### config.mk
export PLATFORM = sky130hd
export DESIGN_NAME = uart_rx
export DESIGN_NICKNAME = d
export VERILOG_FILES = /design/src/rtl/uart_pkg.sv /design/src/rtl/baud_tick_gen.sv /design/src/rtl/uart_rx.sv
export SDC_FILE = /design/constraint.sdc
export NUM_CORES = 1
export LEC_CHECK = 0
export BUFFER_PORTS_ARGS = -buffer_cell sky130_fd_sc_hd__buf_2
export CORE_UTILIZATION = 57
export DETAILED_ROUTE_END_ITERATION = 16
export GPL_TIMING_DRIVEN = 0
export PLACE_DENSITY_LB_ADDON = 0.12
export SLEW_MARGIN = 10
export SYNTH_ARGS = -nofsm -noshare
export SYNTH_HDL_FRONTEND = slang
export SYNTH_SLANG_ARGS = --single-unit
### constraint.sdc
create_clock -name clk -period 2.2 [get_ports clk]
set_input_delay 0.44 -clock clk [delete_from_list [all_inputs] [get_ports clk]]
set_output_delay 0.44 -clock clk [all_outputs]
set_load 0.02 [all_outputs]
### src/rtl/uart_pkg.sv
// Shared UART definitions: receiver/transmitter state encoding, oversampling default
// and the baud divider helper.
package uart_pkg;

    typedef enum logic [2:0] {
        ST_IDLE  = 3'd0,
        ST_START = 3'd1,
        ST_DATA  = 3'd2,
        ST_STOP  = 3'd3,
        ST_BREAK = 3'd4
    } uart_state_t;

    localparam int OVERSAMPLE_DEFAULT = 16;

    // Clocks per oversampling tick, never below one.
    function automatic int calc_div(input int clk_freq, input int baud_rate, input int oversample);
        int div;
        div = clk_freq / (baud_rate * oversample);
        return (div < 1) ? 1 : div;
    endfunction

endpackage

### src/rtl/baud_tick_gen.sv
// Oversampling tick generator: one-cycle tick every DIV clocks, held at zero while clear is high.
module baud_tick_gen #(
    parameter int DIV = 54
) (
    input  logic clk,
    input  logic reset,
    input  logic clear,
    output logic tick
);

    localparam int CNT_W = (DIV > 1) ? $clog2(DIV) : 1;
    localparam logic [CNT_W-1:0] CNT_LAST = CNT_W'(DIV - 1);

    logic [CNT_W-1:0] cnt_r;

    assign tick = !clear && (cnt_r == CNT_LAST);

    // Divider counter: wraps on tick, restarts from zero whenever cleared.
    always_ff @(posedge clk or posedge reset) begin
        if (reset) begin
            cnt_r <= {CNT_W{1'b0}};
        end else if (clear || tick) begin
            cnt_r <= {CNT_W{1'b0}};
        end else begin
            cnt_r <= cnt_r + CNT_W'(1);
        end
    end

endmodule

### src/rtl/uart_rx.sv
// Oversampled 8N1 receiver delivering 7-bit ASCII words and a write strobe to the keyboard FIFO,
// with framing-error pulse and sticky overrun flag.
module uart_rx import uart_pkg::*; #(
    parameter int CLK_FREQ   = 100_000_000,
    parameter int BAUD_RATE  = 115200,
    parameter int OVERSAMPLE = OVERSAMPLE_DEFAULT
) (
    input  logic       clk,
    input  logic       reset,
    input  logic       rx,
    input  logic       buf_full,
    output logic [6:0] rx_data,
    output logic       write,
    output logic       frame_err,
    output logic       overrun,
    output logic       busy
);

    localparam int DIV  = calc_div(CLK_FREQ, BAUD_RATE, OVERSAMPLE);
    localparam int OS_W = $clog2(OVERSAMPLE);
    localparam logic [OS_W-1:0] HALF_LAST = OS_W'(OVERSAMPLE / 2 - 1);
    localparam logic [OS_W-1:0] FULL_LAST = OS_W'(OVERSAMPLE - 1);

    logic             rx_meta_r, rx_sync_r;
    uart_state_t      state_r, state_s;
    logic [OS_W-1:0]  os_cnt_r, os_cnt_s;
    logic [2:0]       bit_cnt_r, bit_cnt_s;
    logic [7:0]       shift_r, shift_s;
    logic [6:0]       rx_data_r, rx_data_s;
    logic             write_r, write_s;
    logic             frame_err_r, frame_err_s;
    logic             overrun_r, overrun_s;
    logic             tick_s, clear_s;

    assign clear_s = (state_r == ST_IDLE);

    baud_tick_gen #(.DIV(DIV)) u_tick (
        .clk   (clk),
        .reset (reset),
        .clear (clear_s),
        .tick  (tick_s)
    );

    // Next-state and datapath decisions; every sample happens on a tick that closes a count window.
    always_comb begin
        state_s     = state_r;
        os_cnt_s    = os_cnt_r;
        bit_cnt_s   = bit_cnt_r;
        shift_s     = shift_r;
        rx_data_s   = rx_data_r;
        write_s     = 1'b0;
        frame_err_s = 1'b0;
        overrun_s   = overrun_r;
        case (state_r)
            ST_IDLE: begin
                os_cnt_s  = {OS_W{1'b0}};
                bit_cnt_s = 3'd0;
                if (!rx_sync_r) begin
                    state_s = ST_START;
                end else begin
                    state_s = ST_IDLE;
                end
            end
            ST_START: begin
                if (tick_s && (os_cnt_r == HALF_LAST)) begin
                    os_cnt_s = {OS_W{1'b0}};
                    state_s  = rx_sync_r ? ST_IDLE : ST_DATA;
                end else if (tick_s) begin
                    os_cnt_s = os_cnt_r + OS_W'(1);
                end else begin
                    os_cnt_s = os_cnt_r;
                end
            end
            ST_DATA: begin
                if (tick_s && (os_cnt_r == FULL_LAST)) begin
                    os_cnt_s  = {OS_W{1'b0}};
                    shift_s   = {rx_sync_r, shift_r[7:1]};
                    bit_cnt_s = bit_cnt_r + 3'd1;
                    state_s   = (bit_cnt_r == 3'd7) ? ST_STOP : ST_DATA;
                end else if (tick_s) begin
                    os_cnt_s = os_cnt_r + OS_W'(1);
                end else begin
                    os_cnt_s = os_cnt_r;
                end
            end
            ST_STOP: begin
                if (tick_s && (os_cnt_r == FULL_LAST)) begin
                    os_cnt_s = {OS_W{1'b0}};
                    if (rx_sync_r && buf_full) begin
                        overrun_s = 1'b1;
                        state_s   = ST_IDLE;
                    end else if (rx_sync_r) begin
                        rx_data_s = shift_r[6:0];
                        write_s   = 1'b1;
                        state_s   = ST_IDLE;
                    end else begin
                        frame_err_s = 1'b1;
                        state_s     = ST_BREAK;
                    end
                end else if (tick_s) begin
                    os_cnt_s = os_cnt_r + OS_W'(1);
                end else begin
                    os_cnt_s = os_cnt_r;
                end
            end
            ST_BREAK: begin
                // A held-low line must return high before another frame may start.
                if (rx_sync_r) begin
                    state_s = ST_IDLE;
                end else begin
                    state_s = ST_BREAK;
                end
            end
            default: begin
                state_s = ST_IDLE;
            end
        endcase
    end

    // Synchronizer, state and output registers.
    always_ff @(posedge clk or posedge reset) begin
        if (reset) begin
            rx_meta_r   <= 1'b1;
            rx_sync_r   <= 1'b1;
            state_r     <= ST_IDLE;
            os_cnt_r    <= {OS_W{1'b0}};
            bit_cnt_r   <= 3'd0;
            shift_r     <= 8'd0;
            rx_data_r   <= 7'd0;
            write_r     <= 1'b0;
            frame_err_r <= 1'b0;
            overrun_r   <= 1'b0;
        end else begin
            rx_meta_r   <= rx;
            rx_sync_r   <= rx_meta_r;
            state_r     <= state_s;
            os_cnt_r    <= os_cnt_s;
            bit_cnt_r   <= bit_cnt_s;
            shift_r     <= shift_s;
            rx_data_r   <= rx_data_s;
            write_r     <= write_s;
            frame_err_r <= frame_err_s;
            overrun_r   <= overrun_s;
        end
    end

    assign rx_data   = rx_data_r;
    assign write     = write_r;
    assign frame_err = frame_err_r;
    assign overrun   = overrun_r;
    assign busy      = (state_r != ST_IDLE);

endmodule

==> results of run 1 <==
cell usage in the layout (no fill, tap or decap), drive strengths merged, types with 2 or more instances in the layout:
master	synthesis	routed
or3	2	2
dfstp	2	2
o211ai	3	3
xor2	2	2
xnor2	4	4
mux2	15	15
inv	7	7
nor3	2	2
o21ai	3	3
buf	5	19
ha	5	5
and3b	2	2
a31oi	4	4
clkbuf	1	6
nor2	11	11
nand3	8	8
a21oi	3	3
nand2	11	11
dfrtp	34	34
a311oi	2	2
power by group through the flow:
stage | registers, mW | logic (mW) | clock network (mW)
finish | 0.667 | 0.0165 | 0.451
global route | 0.667 | 0.0197 | 0.495
floorplan | 0.679 | 0.0113 | 0
CTS | 0.667 | 0.0176 | 0.463
global placement | 0.679 | 0.0170 | 0
detailed placement | 0.679 | 0.0176 | 0
per-stage QoR:
step / util, % / std cells
after floorplan: - / 136
after global placement: 64.0 / 181
after detailed placement: 64.0 / 181
after CTS: 66.9 / 189
after global routing: 66.9 / 189
final: 66.9 / 189
registers in the layout, summed over array words and instances (netlist names):
name          count
bit_cnt_r         3
frame_err         1
os_cnt_r          4
overrun           1
rx_data           7
rx_meta_r         1
rx_sync_r         1
shift_r           8
state_r           3
u_tick.cnt_r      6
write             1
critical path, stage by stage (launching register included):
cell     delay [ps]
dfrtp_1         360
buf_2           180
nor3_1          390
inv_1           140
buf_2           190
how the worst max path moves through the flow:
stage	from	end	slack, ps	cells past startpoint
finish	state_r[2]	busy	180	4
global route	os_cnt_r[1]	shift_r[4]	60	6
CTS	state_r[2]	busy	150	4
detailed placement	os_cnt_r[1]	shift_r[4]	200	6
global placement	os_cnt_r[1]	shift_r[0]	230	6
floorplan	os_cnt_r[1]	shift_r[0]	370	6
final cells by class:
class                           count  area, µm²  share of cell area (%)
Buffer                              6       40.0                    2.19
Clock buffer                        5       37.5                    2.05
Sequential cell                    36        903                    49.4
Clock inverter                      3       42.5                    2.33
Timing Repair Buffer               14       70.1                    3.83
Tap cell                           31       38.8                    2.12
Inverter                            7       26.3                    1.44
Multi-Input combinational cell     87        671                    36.7
cell families after synthesis:
family	Yosys count	share of synthesized area, %
compound gates	17	7.09
simple gates	44	14.9
fa+ha+maj	5	3.81
mux	15	11.9
xor+xnor	6	3.20
buf+inv	13	4.04
flops	36	55.1
layer usage:
metal  share of wire, %  vias to the layer above  track usage [%]
li1                   -                      518                -
met1                 50                      487             26.2
met2                 44                       16             26.5
met3                4.0                        5             7.44
met4                1.9                        0             7.50
met5                  0                        -                0
==> results.md, run 1 <==
* Netlist Area Pre-Place at 0.00164 mm²
* Status: completed
* Combinational share of power at 1.5%
* Flops & latches, synth at 36
* DP Area at 0.00175 mm²
* Largest cells by area after synthesis: dfrtp_1 (52%), mux2_4 (6.4%), mux2_2 (5.5%), ha_1 (3.8%), dfstp_2 (3.2%)
* Final Critical Period at 2020 ps
* Share of the synthesized area in the top cell type at 51.9%
* Clock net sink count at 36
* TritonCTS clock tree: built
* Synth top cells by count: dfrtp_1 (34), nand2_1 (11), nor2_1 (11), mux2_2 (8), nand3_1 (8)
* Die Y at 55.6 µm
* Sequential share of the synthesized area at 55.1%
* Clock Latency Late Sink at 330 ps
* Netlist cell types at 35
* Die Wd at 55.6 µm
* DPL Wire Length at 1.75 mm
* Startpoint types: register
* DIE AREA at 0.00310 mm²
* Leak Pwr at 0.934 nW
* Max Freq at 0.494 GHz
* Synth Instances at 136
* RSZ-0062 raised after global routing: no
* Peak supply drop at 604 µV
* Pre-CTS WS at 203 ps
* DRT antenna net count at 0
* Final setup TNS at 0 ps
* Iteration-0 DRC Markers at 26
* Number of inserted diodes at 0
* Area growth syn-to-layout at 11.5%
* Net Sw Power at 230 µW
* Vias/cell at 5.43
* Num ports at 15
* Pin count of the biggest net entering global routing at 37
* Site Rows at 19
* Avg Cell Area, Syn at 12.1 µm²
* Reg-to-reg critical path startpoint: os_cnt_r[1]
* Worst reg2reg endpoint: shift_r[4]
* Synth Flop Type: dfrtp_1
* Yosys warns at 0
* DRC violations left at 0
* Worst r2r path cells at 6
* Total global-route track usage at 18.8%
* Nets at 166
* Final Instance Area at 0.00183 mm²
* Setup crit end kind: output port
* H-tree levels at 2
* Fraction of layout cells with a size suffix above 1 at 32.3%
* Number of I/O port buffers at 14
* Num CTS Buffers at 5
* Post-CTS setup buffers at 0
* Wire per inst at 12.9 µm
* CP required at 1760 ps
* Via count at 1,026
* Async set-or-reset flop fraction in the synthesized netlist at 100%
* Worst Path Arrival at 1580 ps
* Initial antenna violation count at 0
* Internal power at 904 µW
* Min-Delay Path Class: in2reg
* Worst Path Max Fanout at 10
* Final period utilization at 92.0%
* EDFF count, synth at 0
* Routability cong. at 0.800
* Post-CTS Resized at 0
* Worst Tran Pin Value at 703 ps
* Core area at 0.00273 mm²
* Flop pwr share at 58.8%
* Hold path depth at 1
* Area leader, netlist: dfrtp_1
* Max Transition Viols Final at 0
* R2R Setup Slk at 210 ps
* Initial Util at 60.0%
* Vias in the first global route at 980
* Hold Buf Count CTS at 0
* First-pass GRT wire length at 4.40 mm
* Worst hold endpoint: rx_meta_r
* CTS Buffer Depth at 2
* Setup violators final at 0
* Fill count at 205
* Routed wire length at 2.43 mm
* Root buf cell: clkbuf_4
* 1st-pass router iterations at 4
* Clock group share of total power at 39.8%
* Critical path type: reg2out
* Pwr Density at 620 mW/mm²
* Worst Hold Launch: rx
* Final hold slack at 189 ps
* Endpoints failing hold at 0
* Slew margin rel. at 53.0%
* Total congestion overflow at 0
* Syn_nets at 145
* Max Cap Viol at 0
* Setup WS post-layout at 176 ps
* Clock transition at the registers of the reported paths at 110 ps
* Most frequent cell after synthesis: dfrtp_1
* Setup Skew at 8.12 ps
* Fraction of power spent switching nets at 20.3%
* Tot Pwr at 1.13 mW
Note: power is estimated with default switching activity, not from simulation.
==> run 2: changes to the inputs <==
--- a/config.mk
+++ b/config.mk
@@ -9,7 +9,8 @@
 export CORE_UTILIZATION = 57
 export DETAILED_ROUTE_END_ITERATION = 16
 export GPL_TIMING_DRIVEN = 0
-export PLACE_DENSITY_LB_ADDON = 0.12
+export PLACE_DENSITY = 0.87
+export SETUP_SLACK_MARGIN = 0.2
 export SLEW_MARGIN = 10
 export SYNTH_ARGS = -nofsm -noshare
 export SYNTH_HDL_FRONTEND = slang
==> run 2 against run 1 <==
  * Register-to-register slack gained 40 ps
  * First-iteration DRC count grew 23%
  * Non-clock buffer count grew 2
  * Wire length grew 21%
  * Clock skew grew 1.2 ps
  * Total power grew 0.49%
  * Sequential share of layout area shrank 0.73 points
  * Sequential power is essentially flat
  * Largest power group unchanged
  * Highest routed layer unchanged
==> results.md, run 2 (synthesis gave the netlist of run 1 again) <==
* Min-Delay Path Class: in2reg
* Final core utilization at 68.0%
* Worst path buffer plus inverter count at 1
* Total congestion overflow at 0
* Core area at 0.00273 mm²
* Worst path max stage delay at 420 ps
* Initial antenna violation count at 0
* Worst Path Arrival at 2170 ps
* Via count at 1,091
* Initial Util at 60.0%
* Most frequent cells in the layout: dfrtp_1 (33), buf_2 (16), nor2_1 (11), nand2_1 (11)
* Nets at 168
* Vias/cell at 5.71
* First-pass GRT wire length at 5.00 mm
* Leak Pwr at 0.955 nW
* Clock net sink count at 36
* Max Transition Viols Final at 0
* Final Critical Period at 1950 ps
* Num CTS Buffers at 5
* Area growth syn-to-layout at 13.3%
* CTS Buffer Depth at 2
* Setup crit end kind: register
* Die Wd at 55.6 µm
* Wire per inst at 15.4 µm
* Startpoint types: register
* CP delay by family, top: simple AND/OR/NAND/NOR gates
* TritonCTS clock tree: built
* Setup violators final at 0
* Crit path cell chain: ha_1, and4_4, nand4_4, or3_1, buf_6, mux2_4
* DRT antenna net count at 0
* Slew margin rel. at 50.2%
* Non-filler instance count after layout at 191
* Most flop-heavy register: shift_r
* Final setup TNS at 0 ps
* DPL Wire Length at 2.05 mm
* Clock transition at the registers of the reported paths at 100 ps
* Iteration-0 DRC Markers at 32
* H-tree levels at 2
* Clock Latency Late Sink at 340 ps
* Status: completed
* Pin count of the biggest net entering global routing at 37
* DRC violations left at 0
* 1st-pass router iterations at 4
* Endpoints failing hold at 0
* DIE AREA at 0.00310 mm²
* Commonest non-fill, non-tap cell in the layout: dfrtp_1
* Die Y at 55.6 µm
* Site Rows at 19
* Num ports at 15
* Routability cong. at 0.764
* Pwr Density at 613 mW/mm²
* Number of inserted diodes at 0
* Vias in the first global route at 1,129
* Root buf cell: clkbuf_4
* Critical path's slowest cell: dfrtp_2
* CP required at 2420 ps
* Final period utilization at 88.5%
* RSZ-0062 raised after global routing: no
* Total global-route track usage at 21.2%
* Max Cap Viol at 0
* Final hold slack at 195 ps
* Critical path type: reg2reg
* Fraction of layout cells with a size suffix above 1 at 34.4%
* Routed wire length at 2.94 mm
* Number of I/O port buffers at 14
* Peak supply drop at 673 µV
* Tot Pwr at 1.14 mW
* Setup Skew at 9.36 ps
* Placed cells at 181
* Worst Path Max Fanout at 8
* Largest register FFs at 8
* Max Freq at 0.513 GHz
* Worst Tran Pin Value at 746 ps
==> run 2: through the flow <==
stage | area [µm²] | setup slack, ps
global placement | 1750 | 255
global route | 1860 | 209
detailed placement | 1750 | 204
finish | 1860 | 252
floorplan | 1640 | 372
CTS | 1840 | 207
==> run 2: final cells by class <==
| cell class | count | area (µm²) |
|---|---|---|
| sequential | 36 | 905 |
| inverter | 7 | 26.3 |
| timing repair buffer | 16 | 85.1 |
| buffer | 6 | 41.3 |
| tap | 31 | 38.8 |
| clock inverter | 2 | 35.0 |
| fill | 206 | 875 |
| multi-input combinational | 87 | 687 |
| clock buffer | 6 | 41.3 |
==> run 2: power breakdown <==
part	total, mW	switching, mW	internal (mW)
Clock	0.455	0.217	0.238
Combinational	0.0175	0.0147	0.00276
Sequential	0.667	0.00198	0.665
==> run 2: path summary, 6_finish.rpt <==
path | from | endpoint | slack [ps] | depth (start not counted)
worst max-delay path | os_cnt_r[0] | rx_data[5] | 250 | 6
min in group asynchronous | reset | u_tick.cnt_r[3] | 220 | 2
max in group asynchronous | reset | os_cnt_r[0] | 1460 | 2
worst min-delay path | rx | rx_meta_r | 200 | 1
worst min register to register | rx_meta_r | rx_sync_r | 360 | 0
worst max register to register | os_cnt_r[0] | rx_data[5] | 250 | 6
==> run 2: repair_timing <==
| item | 4_1_cts | 5_1_grt |
|---|---|---|
| pin swaps | 0 | 0 |
| gates resized for setup | 1 | 3 |
| hold buffers | 0 | 0 |
| setup endpoints to repair | 2 | 14 |
| buffers inserted | 1 | 1 |
==> run 2: per-layer routing <==
metal	vias up	wire [µm]	track usage, %
met5	-	0	0
met4	0	56	10.0
met3	8	105	5.35
met2	26	1470	35.1
met1	538	1300	26.1
li1	519	-	-
